$ cat config.mk
export PLATFORM = sky130hd
export DESIGN_NAME = wb_rr_arbiter
export DESIGN_NICKNAME = d
export VERILOG_FILES = /design/src/rtl/wb_arb_pkg.sv /design/src/rtl/wb_arb_watchdog.sv /design/src/rtl/wb_rr_arbiter.sv
export SDC_FILE = /design/constraint.sdc
export NUM_CORES = 1
export LEC_CHECK = 0
export BUFFER_PORTS_ARGS = -buffer_cell sky130_fd_sc_hd__clkbuf_2
export CAP_MARGIN = 40
export CORE_AREA = 2 2 116 118
export CTS_BUF_LIST = sky130_fd_sc_hd__clkbuf_16
export CTS_CLUSTER_DIAMETER = 200
export CTS_CLUSTER_SIZE = 25
export DETAILED_ROUTE_END_ITERATION = 12
export DIE_AREA = 0 0 118 120
export PLACE_DENSITY_LB_ADDON = 0.25
export SYNTH_ARGS = -nofsm -noshare
export SYNTH_HDL_FRONTEND = slang
export SYNTH_SLANG_ARGS = --single-unit
$ cat constraint.sdc
create_clock -name p_clk -period 6 [get_ports p_clk]
set_clock_uncertainty 0.15 [all_clocks]
set_input_delay 0.6 -clock p_clk [delete_from_list [all_inputs] [get_ports p_clk]]
set_output_delay 0.6 -clock p_clk [all_outputs]
set_load 0.01 [all_outputs]
$ cat src/rtl/wb_arb_pkg.sv
// Shared types, bus widths and the round-robin pick helper for the Wishbone arbiter.
package wb_arb_pkg;

    typedef enum logic {
        IDLE  = 1'b0,
        OWNED = 1'b1
    } arb_state_t;

    localparam int WB_ADR_W    = 32;
    localparam int WB_DAT_W    = 32;
    localparam int WB_SEL_W    = 4;
    localparam int MAX_MASTERS = 8;

    // Return a one-hot grant for the first requester found scanning upward
    // from ptr, wrapping modulo n. An empty request vector returns zero.
    function automatic logic [MAX_MASTERS-1:0] rr_pick(
        input logic [MAX_MASTERS-1:0] req,
        input logic [2:0]             ptr,
        input int unsigned            n
    );
        logic [MAX_MASTERS-1:0] gnt;
        logic                   found;
        int unsigned            idx;
        logic [2:0]             idx3;
        gnt   = '0;
        found = 1'b0;
        for (int unsigned i = 0; i < MAX_MASTERS; i++) begin
            idx  = ({29'd0, ptr} + i) % n;
            idx3 = idx[2:0];
            if (!found && (i < n) && req[idx3]) begin
                gnt[idx3] = 1'b1;
                found     = 1'b1;
            end
        end
        return gnt;
    endfunction

endpackage

$ cat src/rtl/wb_arb_watchdog.sv
// Strobe watchdog: counts cycles a strobe waits without termination and
// raises a one-cycle force_err pulse once TIMEOUT cycles have elapsed.
module wb_arb_watchdog
    import wb_arb_pkg::*;
#(
    parameter int TIMEOUT = 255
) (
    input  logic clk_i,
    input  logic rst_ni,
    input  logic stb_i,
    input  logic term_i,
    output logic force_err_o
);

    localparam logic [15:0] LIMIT = 16'(TIMEOUT - 1);

    logic [15:0] wd_cnt_q, wd_cnt_d;
    logic        force_q, force_d;

    // Count pending strobe cycles; on reaching the limit arm the forced error
    // for the next cycle. The forced cycle drops the strobe, which clears us.
    always_comb begin
        wd_cnt_d = '0;
        force_d  = 1'b0;
        if (stb_i && !term_i) begin
            if (wd_cnt_q == LIMIT) begin
                force_d = 1'b1;
            end else begin
                wd_cnt_d = wd_cnt_q + 16'd1;
            end
        end
    end

    // Counter and pulse registers.
    always_ff @(posedge clk_i or negedge rst_ni) begin
        if (!rst_ni) begin
            wd_cnt_q <= '0;
            force_q  <= 1'b0;
        end else begin
            wd_cnt_q <= wd_cnt_d;
            force_q  <= force_d;
        end
    end

    assign force_err_o = force_q;

endmodule

$ cat src/rtl/wb_rr_arbiter.sv
// Round-robin Wishbone arbiter: N masters share one slave port. One owner at
// a time, combinational routing after the grant register, and a watchdog
// that forces ERR on strobes the slave never terminates.
module wb_rr_arbiter
    import wb_arb_pkg::*;
#(
    parameter int N_MASTERS = 2,
    parameter int TIMEOUT   = 255
) (
    input  logic                          p_clk,
    input  logic                          p_resetn,
    input  logic [N_MASTERS-1:0]          m_cyc_i,
    input  logic [N_MASTERS-1:0]          m_stb_i,
    input  logic [N_MASTERS-1:0]          m_we_i,
    input  logic [N_MASTERS-1:0]          m_lock_i,
    input  logic [N_MASTERS*WB_ADR_W-1:0] m_adr_i,
    input  logic [N_MASTERS*WB_DAT_W-1:0] m_dat_i,
    input  logic [N_MASTERS*WB_SEL_W-1:0] m_sel_i,
    output logic [WB_DAT_W-1:0]           m_dat_o,
    output logic [N_MASTERS-1:0]          m_ack_o,
    output logic [N_MASTERS-1:0]          m_err_o,
    output logic [N_MASTERS-1:0]          m_rty_o,
    output logic                          s_cyc_o,
    output logic                          s_stb_o,
    output logic                          s_we_o,
    output logic                          s_lock_o,
    output logic [WB_ADR_W-1:0]           s_adr_o,
    output logic [WB_DAT_W-1:0]           s_dat_o,
    output logic [WB_SEL_W-1:0]           s_sel_o,
    input  logic [WB_DAT_W-1:0]           s_dat_i,
    input  logic                          s_ack_i,
    input  logic                          s_err_i,
    input  logic                          s_rty_i,
    output logic [N_MASTERS-1:0]          grant_o,
    output logic                          busy_o
);

    // Handshake: a master requests by holding CYC; once granted, each cycle
    // with STB high is a transfer that completes in the cycle where ACK, ERR
    // or RTY is seen. LOCK keeps ownership across gaps in CYC.

    arb_state_t               state_q, state_d;
    logic [N_MASTERS-1:0]     grant_q, grant_d;
    logic [2:0]               rr_ptr_q, rr_ptr_d;

    logic [MAX_MASTERS-1:0]   req_pad;
    logic [MAX_MASTERS-1:0]   pick;
    logic [2:0]               win_idx;
    logic [2:0]               next_ptr;

    logic                     owned;
    logic                     own_cyc, own_stb, own_we, own_lock;
    logic [WB_ADR_W-1:0]      own_adr;
    logic [WB_DAT_W-1:0]      own_dat;
    logic [WB_SEL_W-1:0]      own_sel;
    logic [N_MASTERS-1:0]     gnt_mask;
    logic                     force_err;
    logic                     slv_term;

    assign owned = (state_q == OWNED);

    // Round-robin choice among current requesters and the pointer that follows it.
    always_comb begin
        req_pad = '0;
        for (int i = 0; i < N_MASTERS; i++) begin
            req_pad[i] = m_cyc_i[i];
        end
        pick    = rr_pick(req_pad, rr_ptr_q, N_MASTERS);
        win_idx = '0;
        for (int i = 0; i < MAX_MASTERS; i++) begin
            if (pick[i]) begin
                win_idx = 3'(i);
            end
        end
        next_ptr = (win_idx == 3'(N_MASTERS - 1)) ? 3'd0 : win_idx + 3'd1;
    end

    // One-hot mux of the granted master's signals (all zero with no grant).
    always_comb begin
        own_cyc  = 1'b0;
        own_stb  = 1'b0;
        own_we   = 1'b0;
        own_lock = 1'b0;
        own_adr  = '0;
        own_dat  = '0;
        own_sel  = '0;
        for (int k = 0; k < N_MASTERS; k++) begin
            if (grant_q[k]) begin
                own_cyc  = m_cyc_i[k];
                own_stb  = m_stb_i[k];
                own_we   = m_we_i[k];
                own_lock = m_lock_i[k];
                own_adr  = m_adr_i[WB_ADR_W*k +: WB_ADR_W];
                own_dat  = m_dat_i[WB_DAT_W*k +: WB_DAT_W];
                own_sel  = m_sel_i[WB_SEL_W*k +: WB_SEL_W];
            end
        end
    end

    // Next-state logic: claim the bus from IDLE, release when the owner
    // drops both CYC and LOCK.
    always_comb begin
        state_d  = state_q;
        grant_d  = grant_q;
        rr_ptr_d = rr_ptr_q;
        case (state_q)
            IDLE: begin
                if (|m_cyc_i) begin
                    state_d  = OWNED;
                    grant_d  = pick[N_MASTERS-1:0];
                    rr_ptr_d = next_ptr;
                end
            end
            OWNED: begin
                if (!own_cyc && !own_lock) begin
                    state_d = IDLE;
                    grant_d = '0;
                end
            end
            default: begin
                state_d = IDLE;
                grant_d = '0;
            end
        endcase
    end

    // Arbiter FSM registers.
    always_ff @(posedge p_clk or negedge p_resetn) begin
        if (!p_resetn) begin
            state_q  <= IDLE;
            grant_q  <= '0;
            rr_ptr_q <= '0;
        end else begin
            state_q  <= state_d;
            grant_q  <= grant_d;
            rr_ptr_q <= rr_ptr_d;
        end
    end

    assign slv_term = s_ack_i | s_err_i | s_rty_i;

    wb_arb_watchdog #(
        .TIMEOUT (TIMEOUT)
    ) u_watchdog (
        .clk_i       (p_clk),
        .rst_ni      (p_resetn),
        .stb_i       (s_stb_o),
        .term_i      (slv_term),
        .force_err_o (force_err)
    );

    // Slave side: owner's signals, strobe withheld during a forced error.
    assign s_cyc_o  = owned & own_cyc;
    assign s_stb_o  = owned & own_stb & ~force_err;
    assign s_we_o   = owned & own_we;
    assign s_lock_o = owned & own_lock;
    assign s_adr_o  = owned ? own_adr : '0;
    assign s_dat_o  = owned ? own_dat : '0;
    assign s_sel_o  = owned ? own_sel : '0;

    // Master side: terminations reach only the owner; a forced error
    // overrides anything the slave returns in that cycle.
    assign gnt_mask = owned ? grant_q : '0;
    assign m_ack_o  = gnt_mask & {N_MASTERS{s_ack_i & ~force_err}};
    assign m_rty_o  = gnt_mask & {N_MASTERS{s_rty_i & ~force_err}};
    assign m_err_o  = gnt_mask & {N_MASTERS{s_err_i | force_err}};
    assign m_dat_o  = owned ? s_dat_i : '0;

    assign grant_o  = grant_q;
    assign busy_o   = owned;

endmodule

## After elaboration in Yosys (flattened, before gate mapping)

Index checks and enable logic that the tools add are counted.

- Logic and storage cells: 92
- Register bits: 21
- Output and inout bits: 113
- Input port bits: 181

- Muxes and demuxes: 48
- Add/subtract/negate cells: 3
- Equality and inequality tests: 4
- Bitwise operators: 16
- Reduce and logical (&&, ||, !) cells: 12
- Order comparisons: 4

Operators with widths:

| cell | count |
|---|---|
| two-way mux 32 bit | 7 |
| two-way mux 16 bit | 2 |
| two-way mux 1 bit | 21 |
| adder 16 x 1 -> 16 bit, second input constant | 1 |
| equality test 16 x 8 -> 1 bit, second input constant | 1 |
| two-way mux 3 bit | 5 |
| two-way mux 4 bit | 3 |
| two-way mux 2 bit | 5 |
| less-than comparator 1 x 4 -> 1 bit, second input constant | 2 |
| two-way mux 8 bit | 1 |
| AND 1 bit | 7 |
| AND 2 bit | 3 |
| logical AND 1 bit | 5 |
| logical NOT 1 bit | 4 |
| one-hot mux 2 bit (2 select lines) | 1 |
| AND reduction 2 bit | 2 |
| equality test 3 x 1 -> 1 bit, second input constant | 1 |
| bitwise OR 1 bit | 3 |
| adder 1 bit, second input constant | 2 |
| demux 1 bit (select 1 bit) | 2 |
| >= comparator 1 bit, second input constant | 2 |
| inequality test 2 x 1 -> 1 bit, second input constant | 1 |
| inequality test 2 bit, second input constant | 1 |
| NOT 1 bit | 2 |
| 3 further kinds | 3 |

## Depth between registers and ports, before layout

Gate-level depths: netlist of run 1.

- Depth in word-level cells: 16
- Mapped depth: 7
- Gate-level depth less buffers: 6

## By module

Synthesis of run 1 repeated with hierarchy kept, for this count alone.

- Cells, all modules: 242
- Area, all modules: 2090.8 µm²

By module, submodules not included:

| module | area each (µm²) | times used | sequential area each (µm²) | cells an instance |
|---|---|---|---|---|
| wb_rr_arbiter | 1227.4 | 1 | 100.1 | 160 |
| wb_arb_watchdog | 863.3 | 1 | 425.4 | 82 |

## Worst setup path after synthesis of run 1

OpenSTA, ideal clock, no wires.

- Path kind: reg-to-output
- Start: reg state_q (netlist: busy_o)
- End: out s_dat_o[24]
- Stages on the path, launching flop included: 7
- Required time: 5.250 ns
- Path buffers: 3
- Slack: 3.510 ns
- Arrival: 1.740 ns
- Cell sequence: dfrtp_1 -> buf_2 -> nand2_1 -> nor2_1 -> clkbuf_1 -> clkbuf_1 -> a22o_1

- Word-level cells in the longest chain between the ends: 1

RTL lines:

| item | line | text |
|---|---|---|
| start: declaration | wb_rr_arbiter.sv:42 | `arb_state_t state_q, state_d;` |
| start signal: assignment | wb_rr_arbiter.sv:134 | `state_q <= state_d;` |
| two-way mux 32 bit | wb_rr_arbiter.sv:158 | `assign s_dat_o = owned ? own_dat : '0;` |
| end: declaration | wb_rr_arbiter.sv:28 | `output logic [WB_DAT_W-1:0] s_dat_o,` |

Every way passes these cells.

## Worst setup path after layout of run 1

- Start: reg state_q (netlist: busy_o)
- End: out s_dat_o[7]

The elaborated chain is that of the path after synthesis.

==> results.ini, run 1 <==
[grt]
grt_pass1_vias=2908
grt_pass1_wl_um=16500
grt_usage_pct=14.7
grt_overflow=0
grt_max_degree=70
antenna_found_initial=0

[timing]
slew_headroom_pct=52.7
period_needed_ns=3.26
setup_ws_ns=2.74
hold_ws_ns=0.170
fmax_ghz=0.306
tns_ns=0
rsz0062_at_grt=false
period_share_pct=54.4
max_slew.worst_pin.slew_ns=0.710
setup_viol=0
hold_viol_final=0
finalMaxSlewViolations=0

[clock_tree]
clk_pin_slew_worst_paths_ns=0.06
cts_buffers=3
clock_sinks=21
clock-root-buffer=clkbuf_16
cts_buffer_depth=2
cts_resized=0
post_cts.repair.setup_buffers=0
tritoncts=done
hold_buffers=0
htree_levels=1
clk_latency_ns=0.25

[run_status]
status=finished, final reports clean

[die]
start_util_pct=16.2
rows=42
ioPinCount=294
die_h_um=120
fp.dieW_um=118
dieArea_mm2=0.0142
core_mm2=0.0130

[finish]
fillerInstances=1410
drive_above_1_share_pct=59.5
diodes=0
postLayoutCoreUtil_pct=29.3
final_nets=713
syn2layout_area_growth_pct=80.8

[logic_synthesis]
synthCells=253
synth_top_family_by_area=compound AO/OA/AOI/OAI gates
ys_seq_elements=21
synth_fa_ha_area_share_pct=1.19
synth_xor_area_share_pct=5.83
synth_nets=436
yosysSeqAreaShare_pct=25.0
yosys.area_share.simple_pct=30.2
synth.avg_cell_area_um2=8.31
yosys_warnings=0
synth_area_mm2=0.00210
synth_cell_types=31
synth_compound_area_share_pct=32.2
synthMuxAreaShare_pct=0

[power]
ir_worst_vdd_mv=0.146
p_leak_uw=0.00208
power.density_mw_per_mm2=333

[detailed_routing]
viasPerCell=4.40
drt_iter0_markers=143
drt-pass1-iter-count=5
num_vias=3105
routedWlPerCell_um=16.3
drc=0
routed_wl_um=11500
ant_nets=0

[place]
dpl.hpwl_um=9790
globalplace.congestion=0.868
post-place-ws_ns=2.95
port_buffers=293

[setup_path]
crit_path_top_delay_cell=buf_4
crit_path_end_kind=primary output
crit_path_start_kind=register
worst_ep_required_time_ns=5.25
critPathMaxStageDelay_ns=0.54
cp_cell_sequence=buf_4, nand2_1, nor2_4, buf_4, a22o_1, clkbuf_2
critPathKind=register to primary output
critPathMaxFanout=69
cp_common_cell=buf_4
cp.arrival_ns=2.51

[flow_run]
cap_violations=0

[hold_path]
hold_class=input pin to asynchronous set/reset pin

-- logic make-up after synthesis --
| family | Yosys count |
|---|---|
| DFF | 21 |
| adders and majority gates | 2 |
| xor gates and xnor gates | 14 |
| and+or+nand+nor | 110 |
| AOI/OAI and AO/OA | 80 |
| buffers and inverters | 26 |
-- power breakdown --
group | leakage [uW] | switching, uW | internal, uW
Clock | 0.0000423 | 49.4 | 88.7
Combinational | 0.00175 | 533 | 416
Sequential | 0.000285 | 24.2 | 155
Total | 0.00208 | 606 | 659
-- final cells by class --
class	count	area (um^2)	area share, %
Sequential cell	21	526	13.8
Tap cell	176	220	5.79
Inverter	2	7.51	0.197
Clock buffer	3	75.1	1.97
Multi-Input combinational cell	206	1470	38.7
Clock inverter	1	3.75	0.0987
Timing Repair Buffer	296	1500	39.5
-- worst max-delay path, delay by kind of cell, from the launching register on --
kind	cells	cell delay (ns)
flops	1	0.46
buf+inv	3	1.07
compound gates	1	0.32
simple gates	2	0.34
-- flip-flops by register name (all words and copies together), names as in the netlist --
name,flops
u_watchdog.force_err_o,1
busy_o,1
u_watchdog.wd_cnt_q,16
rr_ptr_q,1
grant_o,2
-- synth_stat cells --
| cell type | n | share of area (%) |
|---|---|---|
| o21ai_1 | 2 | 0.48 |
| a221oi_1 | 1 | 0.42 |
| o21ai_0 | 2 | 0.48 |
| or4bb_1 | 1 | 0.54 |
| nand4_1 | 6 | 1.8 |
| nand2b_1 | 2 | 0.59 |
| nor2_2 | 10 | 3.0 |
| or4_4 | 1 | 0.54 |
| nand2_1 | 10 | 1.8 |
| nor4_1 | 5 | 1.5 |
| nor2b_1 | 4 | 1.2 |
| a22o_1 | 69 | 29 |
| a31oi_1 | 1 | 0.30 |
| buf_12 | 1 | 0.95 |
| buf_2 | 2 | 0.48 |
| a22oi_1 | 3 | 1.1 |
| clkbuf_1 | 21 | 3.7 |
| xor2_1 | 2 | 0.83 |
| dfrtp_1 | 21 | 25 |
| nand3_1 | 7 | 1.7 |
| or3b_2 | 1 | 0.42 |
| o31ai_1 | 1 | 0.36 |
| nor3_1 | 4 | 0.95 |
| inv_1 | 2 | 0.36 |
| xnor2_1 | 12 | 5.0 |
| o22a_1 | 1 | 0.42 |
| and2_1 | 33 | 9.8 |
| or4_1 | 1 | 0.36 |
| ha_1 | 2 | 1.2 |
| nor2_1 | 23 | 4.1 |
| nand4_4 | 2 | 2.0 |
-- worst paths after layout --
path / end / depth (start not counted) / slack [ns] / from
max: s_dat_o[7] / 6 / 2.74 / busy_o
min: u_watchdog.wd_cnt_q[10] / 1 / 0.17 / p_resetn
max reg2reg: u_watchdog.wd_cnt_q[3] / 6 / 3.72 / u_watchdog.wd_cnt_q[0]
min reg2reg: rr_ptr_q[0] / 1 / 0.35 / rr_ptr_q[0]
max in group asynchronous: u_watchdog.wd_cnt_q[13] / 1 / 5.17 / p_resetn
min in group p_clk: rr_ptr_q[0] / 1 / 0.35 / rr_ptr_q[0]
-- metrics by stage --
step                instances  cell area, um^2  power, uW
finish                    705             3800       1270
global route              705             3800       1360
CTS                       705             3800       1280
detailed placement        701             3720       1140
global placement          700             3700       1120
floorplan                 253             2100        714
-- placed cells by master (no fill, tap or decap), types with 3 or more instances in the layout --
| master | n |
|---|---|
| clkbuf_2 | 293 |
| a22o_1 | 69 |
| and2_1 | 32 |
| nor2_1 | 22 |
| dfrtp_1 | 21 |
| xnor2_1 | 12 |
| nand2_1 | 10 |
| nor2_2 | 10 |
| nand3_1 | 7 |
| nand4_1 | 6 |
| nor4_1 | 5 |
| nor3_1 | 4 |
| nor2b_1 | 4 |
| inv_1 | 3 |
| a22oi_1 | 3 |
| clkbuf_16 | 3 |
-- per-layer routing --
| layer | up-vias | track usage, % | share of wire, % |
|---|---|---|---|
| met5 | - | 0 | 0 |
| met4 | 0 | 1.13 | 0.33 |
| met3 | 4 | 3.42 | 7.3 |
| met2 | 138 | 25.3 | 49 |
| met1 | 1469 | 19.6 | 43 |
| li1 | 1494 | - | - |
(Power assumes the default switching activity.)
==> run 2, diff against run 1 <==
--- a/config.mk
+++ b/config.mk
@@ -7,12 +7,12 @@
 export LEC_CHECK = 0
 export BUFFER_PORTS_ARGS = -buffer_cell sky130_fd_sc_hd__clkbuf_2
 export CAP_MARGIN = 40
-export CORE_AREA = 2 2 116 118
+export CORE_AREA = 2 2 113 115
 export CTS_BUF_LIST = sky130_fd_sc_hd__clkbuf_16
 export CTS_CLUSTER_DIAMETER = 200
 export CTS_CLUSTER_SIZE = 25
 export DETAILED_ROUTE_END_ITERATION = 12
-export DIE_AREA = 0 0 118 120
+export DIE_AREA = 0 0 115 117
 export PLACE_DENSITY_LB_ADDON = 0.25
 export SYNTH_ARGS = -nofsm -noshare
 export SYNTH_HDL_FRONTEND = slang
==> constraint.sdc (replaced) <==
create_clock -name p_clk -period 2.64 [get_ports p_clk]
set_clock_uncertainty 0.15 [all_clocks]
set_input_delay 0.264 -clock p_clk [delete_from_list [all_inputs] [get_ports p_clk]]
set_output_delay 0.264 -clock p_clk [all_outputs]
set_load 0.01 [all_outputs]
==> run 2 against run 1 <==
Final cell count shrank 3.0%. Sequential share of layout area shrank 0.12 points. Via count grew 1.2%. First-iteration DRC count shrank 12%. Wire length grew 4.5%.
==> results.ini, run 2 (synthesis gave the netlist of run 1 again) <==
[clock_tree]
cts_buffer_depth=2
cts_buffers=3
post_cts.repair.setup_buffers=0
tritoncts=done
clock_sinks=21
cts_resized=0
htree_levels=1
clock-root-buffer=clkbuf_16
hold_buffers=1
clk_latency_ns=0.25
clk_pin_slew_worst_paths_ns=0.05

[flow_run]
cap_violations=0

[die]
ioPinCount=294
fp.dieW_um=115
die_h_um=117
rows=41
core_mm2=0.0123
dieArea_mm2=0.0135
start_util_pct=17.1

[hold_path]
hold_end=u_watchdog.force_err_o
hold_class=input pin to register
worstHoldStart=s_err_i
holdPathStages=4

[finish]
diodes=0
design_area_mm2=0.00384
final_nets=718
instances_no_fill=684
postLayoutCoreUtil_pct=31.2
layout_common_cells=clkbuf_2 (293), a22o_1 (69), and2_1 (32)
drive_above_1_share_pct=59.7
largest_register_ff_count=16
regMostFlops=u_watchdog.wd_cnt_q
syn2layout_area_growth_pct=82.4
layout_commonest_cell=clkbuf_2

[place]
port_buffers=293
dpl_cell_area_mm2=0.00375
globalplace.congestion=0.819
dp_cells=679
dpl.hpwl_um=10400
post-place-ws_ns=0.364

[grt]
antenna_found_initial=0
grt_max_degree=70
grt_pass1_wl_um=15700
grt_usage_pct=15.5
grt_overflow=0
grt_pass1_vias=2792

[timing]
slew_headroom_pct=53.9
tns_ns=0
finalMaxSlewViolations=0
period_share_pct=87.9
max_slew.worst_pin.slew_ns=0.685
setup_viol=0
setup_ws_ns=0.319
rsz0062_at_grt=false
fmax_ghz=0.431
period_needed_ns=2.32
hold_viol_final=0

[power]
power.density_mw_per_mm2=787
ir_worst_vdd_mv=0.265
p_leak_uw=0.00211

[run_status]
status=finished, final reports clean

[detailed_routing]
ant_nets=0
wl_met2_um=5600
drt_iter0_markers=126
viasPerCell=4.59
routed_wl_um=12000
dr.max_layer_used=met4
wl_met1_um=4720
drt-pass1-iter-count=5
drc=0
num_vias=3142
routedWlPerCell_um=17.5
met3_length_um=1480

[setup_path]
critPathKind=register to primary output
crit_path_start_kind=register
worst_ep_required_time_ns=2.23
cp.arrival_ns=1.91
r2r_slack_ns=0.38
reg2reg_from=u_watchdog.wd_cnt_q[0]
critPathMaxFanout=69
timing.rr.end=u_watchdog.wd_cnt_q[5]
crit_path_end_kind=primary output
reg2reg_depth=6

## run 2: worst max path at each step
stage / from / to / slack, ns / depth (start not counted)
after floorplan: u_watchdog.wd_cnt_q[0] / u_watchdog.wd_cnt_q[7] / 0.48 / 7
after global routing: grant_o[1] / s_dat_o[2] / 0.24 / 4
final: grant_o[1] / s_dat_o[2] / 0.32 / 4
after CTS: grant_o[1] / s_dat_o[2] / 0.33 / 4
after detailed placement: u_watchdog.wd_cnt_q[0] / u_watchdog.wd_cnt_q[5] / 0.36 / 6
after global placement: u_watchdog.wd_cnt_q[0] / u_watchdog.wd_cnt_q[6] / 0.40 / 6
## run 2: layout make-up
type,instances,area [um^2]
flip-flops and latches,21,526
clock inverters,1,3.75
inverters,2,7.51
clock buffers,3,75.1
fillers,1344,8480
well taps,150,188
multi-input cells,206,1470
repair buffers,301,1570
## run 2: power breakdown
group / internal (uW) / leakage (uW) / total, uW / switching, uW
Combinational: 1010 / 0.00178 / 2310 / 1300
Sequential: 352 / 0.000285 / 403 / 50.1
Clock: 201 / 0.0000423 / 308 / 107
Total: 1560 / 0.00211 / 3020 / 1460
## run 2: critical path: stages (launching register included)
cell,delay [ns]
dfrtp_1,0.63
and2_2,0.25
buf_12,0.25
a22o_1,0.31
clkbuf_2,0.17
## run 2: layer usage
metal  vias to the layer above  GRT usage [%]
met5                         -              0
met4                         0           2.81
met3                         8           7.67
met2                       148           25.1
met1                      1484           19.0
li1                       1502              -
## run 2: through the flow
step           hold WS, ns  total power [uW]
2_1_floorplan       -0.182              1620
3_3_place_gp         0.107              2700
3_5_place_dp         0.124              2710
4_1_cts              0.201              3050
5_1_grt              0.228              3240
6_report             0.204              3020
